**src/rtl/opicorv32_alu_pkg.sv**
```systemverilog
// Shared types and decode bit positions for the ALU arbiter and op decoder.
package opicorv32_alu_pkg;

    localparam int unsigned XLEN    = 32;
    localparam int unsigned INSTR_W = 48;
    localparam int unsigned IS_W    = 15;

    // Compact ALU operation codes presented by the requesters.
    typedef enum logic [3:0] {
        OP_ADD  = 4'd0,
        OP_SUB  = 4'd1,
        OP_XOR  = 4'd2,
        OP_OR   = 4'd3,
        OP_AND  = 4'd4,
        OP_SLT  = 4'd5,
        OP_SLTU = 4'd6,
        OP_BEQ  = 4'd7,
        OP_BNE  = 4'd8,
        OP_BLT  = 4'd9,
        OP_BGE  = 4'd10,
        OP_BLTU = 4'd11,
        OP_BGEU = 4'd12
    } alu_op_t;

    // Arbiter FSM states.
    typedef enum logic [1:0] {
        ST_IDLE = 2'd0,
        ST_EXEC = 2'd1,
        ST_RESP = 2'd2
    } arb_state_t;

    // Bit positions inside the ALU one-hot instr vector.
    localparam int unsigned INSTR_BEQ_BIT  = 4;
    localparam int unsigned INSTR_BNE_BIT  = 5;
    localparam int unsigned INSTR_BGE_BIT  = 7;
    localparam int unsigned INSTR_BGEU_BIT = 9;
    localparam int unsigned INSTR_SUB_BIT  = 28;
    localparam int unsigned INSTR_XOR_BIT  = 32;
    localparam int unsigned INSTR_OR_BIT   = 35;

    // Bit positions inside the ALU is vector.
    localparam int unsigned IS_ADD_BIT = 6;
    localparam int unsigned IS_SLT_BIT = 7;
    localparam int unsigned IS_CMP_BIT = 13;

endpackage

```
**src/rtl/opicorv32_alu_opdec.sv**
```systemverilog
// Combinational translation of the compact op code into the ALU's
// one-hot instr/is decode vectors. Reserved codes decode to all zero,
// which the ALU executes as AND.
module opicorv32_alu_opdec
    import opicorv32_alu_pkg::*;
(
    input  alu_op_t              op,
    output logic [INSTR_W-1:0]   instr,
    output logic [IS_W-1:0]      is_bits
);

    // Op code to one-hot decode; every compare also raises the compare flag.
    always_comb begin
        instr   = 48'h0;
        is_bits = 15'h0;
        case (op)
            OP_ADD:  is_bits[IS_ADD_BIT] = 1'b1;
            OP_SUB:  instr[INSTR_SUB_BIT] = 1'b1;
            OP_XOR:  instr[INSTR_XOR_BIT] = 1'b1;
            OP_OR:   instr[INSTR_OR_BIT]  = 1'b1;
            OP_AND:  is_bits = 15'h0;
            OP_SLT, OP_BLT: begin
                is_bits[IS_CMP_BIT] = 1'b1;
                is_bits[IS_SLT_BIT] = 1'b1;
            end
            OP_SLTU, OP_BLTU: is_bits[IS_CMP_BIT] = 1'b1;
            OP_BEQ: begin
                is_bits[IS_CMP_BIT]  = 1'b1;
                instr[INSTR_BEQ_BIT] = 1'b1;
            end
            OP_BNE: begin
                is_bits[IS_CMP_BIT]  = 1'b1;
                instr[INSTR_BNE_BIT] = 1'b1;
            end
            OP_BGE: begin
                is_bits[IS_CMP_BIT]  = 1'b1;
                instr[INSTR_BGE_BIT] = 1'b1;
            end
            OP_BGEU: begin
                is_bits[IS_CMP_BIT]   = 1'b1;
                instr[INSTR_BGEU_BIT] = 1'b1;
            end
            default: begin
                instr   = 48'h0;
                is_bits = 15'h0;
            end
        endcase
    end

endmodule

```
**src/rtl/opicorv32_alu_arb.sv**
```systemverilog
// Round-robin sharing of one combinational ALU between the core execute
// path (port 0) and the co-processor path (port 1). A request is accepted
// in IDLE, the ALU evaluates for one full cycle in EXEC, and the result is
// held in RESP until the granted requester takes it.
module opicorv32_alu_arb
    import opicorv32_alu_pkg::*;
(
    input  logic                 clk,
    input  logic                 resetn,
    input  logic [1:0]           req_valid,
    output logic [1:0]           req_ready,
    input  logic [3:0]           req_op0,
    input  logic [3:0]           req_op1,
    input  logic [XLEN-1:0]      req_a0,
    input  logic [XLEN-1:0]      req_b0,
    input  logic [XLEN-1:0]      req_a1,
    input  logic [XLEN-1:0]      req_b1,
    output logic [1:0]           rsp_valid,
    input  logic [1:0]           rsp_ready,
    output logic [XLEN-1:0]      rsp_data,
    output logic                 rsp_cmp,
    output logic [XLEN-1:0]      alu_reg_op1,
    output logic [XLEN-1:0]      alu_reg_op2,
    output logic [INSTR_W-1:0]   alu_instr,
    output logic [IS_W-1:0]      alu_is,
    input  logic [XLEN-1:0]      alu_out,
    input  logic                 alu_out_0
);

    arb_state_t           state_r;
    arb_state_t           state_nxt_s;
    logic                 last_r;
    logic                 gnt_r;
    logic                 win_s;
    logic                 load_s;
    logic                 rsp_done_s;
    logic [1:0]           rsp_valid_r;
    alu_op_t              win_op_s;
    logic [XLEN-1:0]      win_a_s;
    logic [XLEN-1:0]      win_b_s;
    logic [INSTR_W-1:0]   dec_instr_s;
    logic [IS_W-1:0]      dec_is_s;

    // Winner selection: a lone requester wins, a tie goes to the port not served last.
    always_comb begin
        win_s = 1'b0;
        case (req_valid)
            2'b01:   win_s = 1'b0;
            2'b10:   win_s = 1'b1;
            2'b11:   win_s = ~last_r;
            default: win_s = 1'b0;
        endcase
    end

    assign win_op_s = win_s ? alu_op_t'(req_op1) : alu_op_t'(req_op0);
    assign win_a_s  = win_s ? req_a1 : req_a0;
    assign win_b_s  = win_s ? req_b1 : req_b0;

    opicorv32_alu_opdec u_opdec (
        .op      (win_op_s),
        .instr   (dec_instr_s),
        .is_bits (dec_is_s)
    );

    // Next-state and request handshake; req_ready is held low while in reset.
    always_comb begin
        state_nxt_s = state_r;
        req_ready   = 2'b00;
        load_s      = 1'b0;
        rsp_done_s  = 1'b0;
        case (state_r)
            ST_IDLE: begin
                if (resetn && (req_valid != 2'b00)) begin
                    load_s      = 1'b1;
                    req_ready   = win_s ? 2'b10 : 2'b01;
                    state_nxt_s = ST_EXEC;
                end else begin
                    state_nxt_s = ST_IDLE;
                end
            end
            ST_EXEC: state_nxt_s = ST_RESP;
            ST_RESP: begin
                if (rsp_ready[gnt_r]) begin
                    rsp_done_s  = 1'b1;
                    state_nxt_s = ST_IDLE;
                end else begin
                    state_nxt_s = ST_RESP;
                end
            end
            default: state_nxt_s = ST_IDLE;
        endcase
    end

    // State register.
    always_ff @(posedge clk) begin
        if (!resetn) begin
            state_r <= ST_IDLE;
        end else begin
            state_r <= state_nxt_s;
        end
    end

    // Operand/decode drive, grant bookkeeping and response capture.
    always_ff @(posedge clk) begin
        if (!resetn) begin
            last_r      <= 1'b1;
            gnt_r       <= 1'b0;
            alu_reg_op1 <= 32'h0;
            alu_reg_op2 <= 32'h0;
            alu_instr   <= 48'h0;
            alu_is      <= 15'h0;
            rsp_data    <= 32'h0;
            rsp_cmp     <= 1'b0;
            rsp_valid_r <= 2'b00;
        end else begin
            if (load_s) begin
                last_r      <= win_s;
                gnt_r       <= win_s;
                alu_reg_op1 <= win_a_s;
                alu_reg_op2 <= win_b_s;
                alu_instr   <= dec_instr_s;
                alu_is      <= dec_is_s;
            end
            if (state_r == ST_EXEC) begin
                rsp_data    <= alu_out;
                rsp_cmp     <= alu_out_0;
                rsp_valid_r <= gnt_r ? 2'b10 : 2'b01;
            end else if (rsp_done_s) begin
                rsp_valid_r <= 2'b00;
            end else begin
                rsp_valid_r <= rsp_valid_r;
            end
        end
    end

    assign rsp_valid = rsp_valid_r;

endmodule

```
**config.mk**
```make
export PLATFORM = sky130hd
export DESIGN_NAME = opicorv32_alu_arb
export DESIGN_NICKNAME = d
export VERILOG_FILES = /design/src/rtl/opicorv32_alu_pkg.sv /design/src/rtl/opicorv32_alu_opdec.sv /design/src/rtl/opicorv32_alu_arb.sv
export SDC_FILE = /design/constraint.sdc
export NUM_CORES = 1
export LEC_CHECK = 0
export ABC_CLOCK_PERIOD_IN_PS = 1550
export BUFFER_PORTS_ARGS = -buffer_cell sky130_fd_sc_hd__buf_2
export CAP_MARGIN = 20
export CELL_PAD_IN_SITES_DETAIL_PLACEMENT = 0
export CELL_PAD_IN_SITES_GLOBAL_PLACEMENT = 2
export CORE_ASPECT_RATIO = 0.6
export CORE_MARGIN = 2
export CORE_UTILIZATION = 23
export DETAILED_ROUTE_END_ITERATION = 8
export PLACE_DENSITY = 0.76
export SYNTH_ARGS = -nofsm -noshare
export SYNTH_HDL_FRONTEND = slang
export SYNTH_SLANG_ARGS = --single-unit
```
**constraint.sdc**
```tcl
create_clock -name clk -period 1.55 [get_ports clk]
set_input_delay 0 -clock clk [delete_from_list [all_inputs] [get_ports clk]]
set_output_delay 0 -clock clk [all_outputs]
set_load 0.1 [all_outputs]
```
==> impl_metrics.yaml <==
logic_synthesis:
  synth.cell_area_mm2: 0.00537
  syn-instance-count: 576
  ys_seq_area_share_pct: 42.1
  synth.avg_cell_area_um2: 9.33
  synth_cell_types: 31
  synth_seq_cells: 113
  yosys_warnings: 0
clock_tree:
  cts-root-buf: "clkbuf_16"
  cts_made_buffers: 17
  path_clk_slew_ns: 0.06
  cts_tree: "yes"
  clock_latency_ns: 0.41
  max-clock-path-buffers: 2
  clkSinkCount: 113
  htree_levels: 4
layout:
  n_antenna_cell: 0
  fin_area_mm2: 0.00954
  layout.cells.non_filler: 1360
  area.growth.synth_to_final_pct: 77.6
  postLayoutCoreUtil_pct: 41.4
  drive_above_1_share_pct: 34.9
  layout.nets: 1209
timing:
  worst_slack_ns: 0.00478
  fin_crit_ns: 1.55
  final.period_utilization_pct: 99.7
  rsz0062_at_grt: "yes"
  hold_viol_final: 0
  whs_ns: 0.0347
  fmax_mhz: 647
  setup_viol: 0
  final-max-slew-violation-count: 0
  finalClockSkew_ns: 0.00586
  relSlewSlack_pct: 65.0
  tightest_slew_ns: 0.528
critical_path:
  start_kind: "register"
  critical_path_class: "register to register"
  arrival_ns: 1.89
  end_kind: "register"
  crit_fanout: 9
  crit_required_ns: 1.89
  r2r_cells: 5
  slowest_stage: "a2111o_1"
  slowest_delay_ns: 0.35
  path_cells: "a21boi_4, buf_12, mux2_4, a2111o_1, a21boi_1"
global_routing:
  antenna_found_initial: 0
  overflow: 0
  grt.total_usage_pct: 15.1
  grt_max_degree: 112
  grt_pass1_vias: 5635
  grt_pass1_wl_um: 29100
detailed_routing:
  wl_um: 19300
  vias: 5589
  post_drt_wl_per_cell_um: 14.2
  ant_nets: 0
  drt_first_pass_iters: 4
  dr.first_iter.drc_count: 158
  viasPerCell: 4.11
  drcViolationCount: 0
placed_design:
  gp_congestion: 0.766
  numPlacedInstances: 1155
  pre_cts_ws_ns: -0.0690
  dpl-instance-area_mm2: 0.00711
  port_buffers: 285
  post-dp-hpwl_um: 12300
floorplanning:
  dieHeight_um: 122
  start_util_pct: 23.3
  core_mm2: 0.0230
  die-area_mm2: 0.0246
  die_w_um: 201
  io_pins: 339
  rows: 43
job:
  max-cap-violations: 0
power:
  power.share.clock_pct: 33.9
  p_seq_share_pct: 29.2
  leakagePower_nw: 5.01
  switchingPower_mw: 4.53
  irDropWorstVdd_uv: 712
  power_frac_comb_pct: 36.9
  p_int_mw: 6.66
  p_sw_share_pct: 40.5
  powerDensity_mw_per_mm2: 1170
min_path:
  hold_path.class: "input port to register"
  hold_depth: 4
status:
  status: "complete, no violations"
-- cells in the final DEF (no fill, tap or decap), types with 2 or more instances in the layout --
cell and count:
clkbuf_8 2, bufinv_16 2, a21boi_0 39, nor3_1 2
buf_12 13, mux2_2 3, buf_6 2, nand3b_1 2
clkinv_2 5, nand2_1 143, nand2b_1 4, a32o_1 2
clkbuf_16 18, o211a_1 64, dfxtp_2 3, dlygate4sd3_1 164
a21boi_1 2, nor2_4 2, mux2i_1 69, nor2_1 4
a21oi_1 3, buf_4 21, clkbuf_1 4, conb_1 53
dfxtp_1 110, buf_2 282, nand3_1 6, o21ai_0 4
-- power by group through the flow --
stage               registers (mW)  clock network [mW]  logic (mW)
floorplan                     4.98                   0        1.39
global placement              3.32                   0        3.70
detailed placement            3.32                   0        3.70
CTS                           3.26                3.94        4.07
global route                  3.29                4.05        4.31
finish                        3.27                3.79        4.13
-- final cells by class --
type / count / area [um2]
inverter: 2 / 23.8
timing repair buffer: 484 / 3550
tap: 315 / 394
clock buffer: 23 / 468
clock inverter: 7 / 85.1
multi-input combinational: 416 / 2760
fill: 2330 / 13500
sequential: 113 / 2270
-- cell usage after synthesis --
library cell	instances	area (um2)
a211oi_1	1	7.51
nand3_1	6	30.0
o21ai_0	5	25.0
nand2b_1	4	25.0
buf_4	60	450
conb_1	1	3.75
a21boi_0	40	300
nor2b_1	1	6.26
xor2_1	1	8.76
o211ai_1	1	7.51
a21boi_1	1	7.51
a32o_1	2	20.0
nor2_1	6	22.5
clkbuf_4	1	7.51
o211a_1	64	641
nand4_1	1	6.26
buf_1	2	7.51
dfxtp_1	113	2260
inv_1	2	7.51
mux2_2	4	45.0
mux2i_1	71	711
nor3_1	2	10.0
buf_2	12	60.1
a2111o_1	1	11.3
nand2_1	144	541
or3b_1	1	8.76
xnor2_1	1	8.76
nand3b_1	2	15.0
a21boi_4	1	18.8
clkbuf_1	22	82.6
a21oi_1	3	15.0
-- through the flow --
step | setup TNS, ns | power (mW)
final | 0 | 11.2
after global routing | -0.172 | 11.7
after CTS | -0.122 | 11.3
after detailed placement | -0.865 | 7.02
after global placement | -0.163 | 7.02
after floorplan | 0 | 6.36
-- registers in the layout, indices dropped and copies added (netlist names) --
name	cells
alu_is	3
gnt_r	1
last_r	1
rsp_cmp	1
rsp_data	32
state_r	2
alu_reg_op2	32
alu_instr	7
alu_reg_op1	32
rsp_valid	2
-- per-layer routing --
layer	vias up	track usage, %	part of all wire, %	wire length [um]
met4	0	6.02	2.0	378
met3	27	4.46	5.2	1010
met5	-	0	0	0
li1	2791	-	-	-
met1	2622	19.1	47	9060
met2	149	24.2	46	8860
-- timing repair --
action	CTS	global route
hold endpoints to repair	99	0
buffers inserted	3	8
resized for setup	16	7
pin swaps	6	3
gates cloned	0	1
hold buffers	164	0
endpoints found under the setup margin	35	37
-- worst max-delay path: cells and delay by family, from the launching register on --
family,cells,cell delay (ns)
compound gates,3,0.66
flops,1,0.33
buf+inv,1,0.17
mux,1,0.31
-- logic make-up after synthesis --
group | Yosys count | synth area share [%]
AND/OR/NAND/NOR | 167 | 12.4
AO/OA/AOI/OAI | 119 | 19.6
flip-flops | 113 | 42.1
buffers and inverters | 99 | 11.5
multiplexers | 75 | 14.1
XOR/XNOR | 2 | 0.326
other | 1 | 0.0698
-- final timing paths --
check / start / endpoint / slack (ns)
hold reg to reg: alu_instr[4] / alu_instr[4] / 0.45
setup reg to reg: last_r / alu_instr[7] / 0.005
setup / recovery: last_r / alu_instr[7] / 0.005
hold / removal: req_op1[1] / alu_is[6] / 0.03
Power figures use the tool's default switching activity.
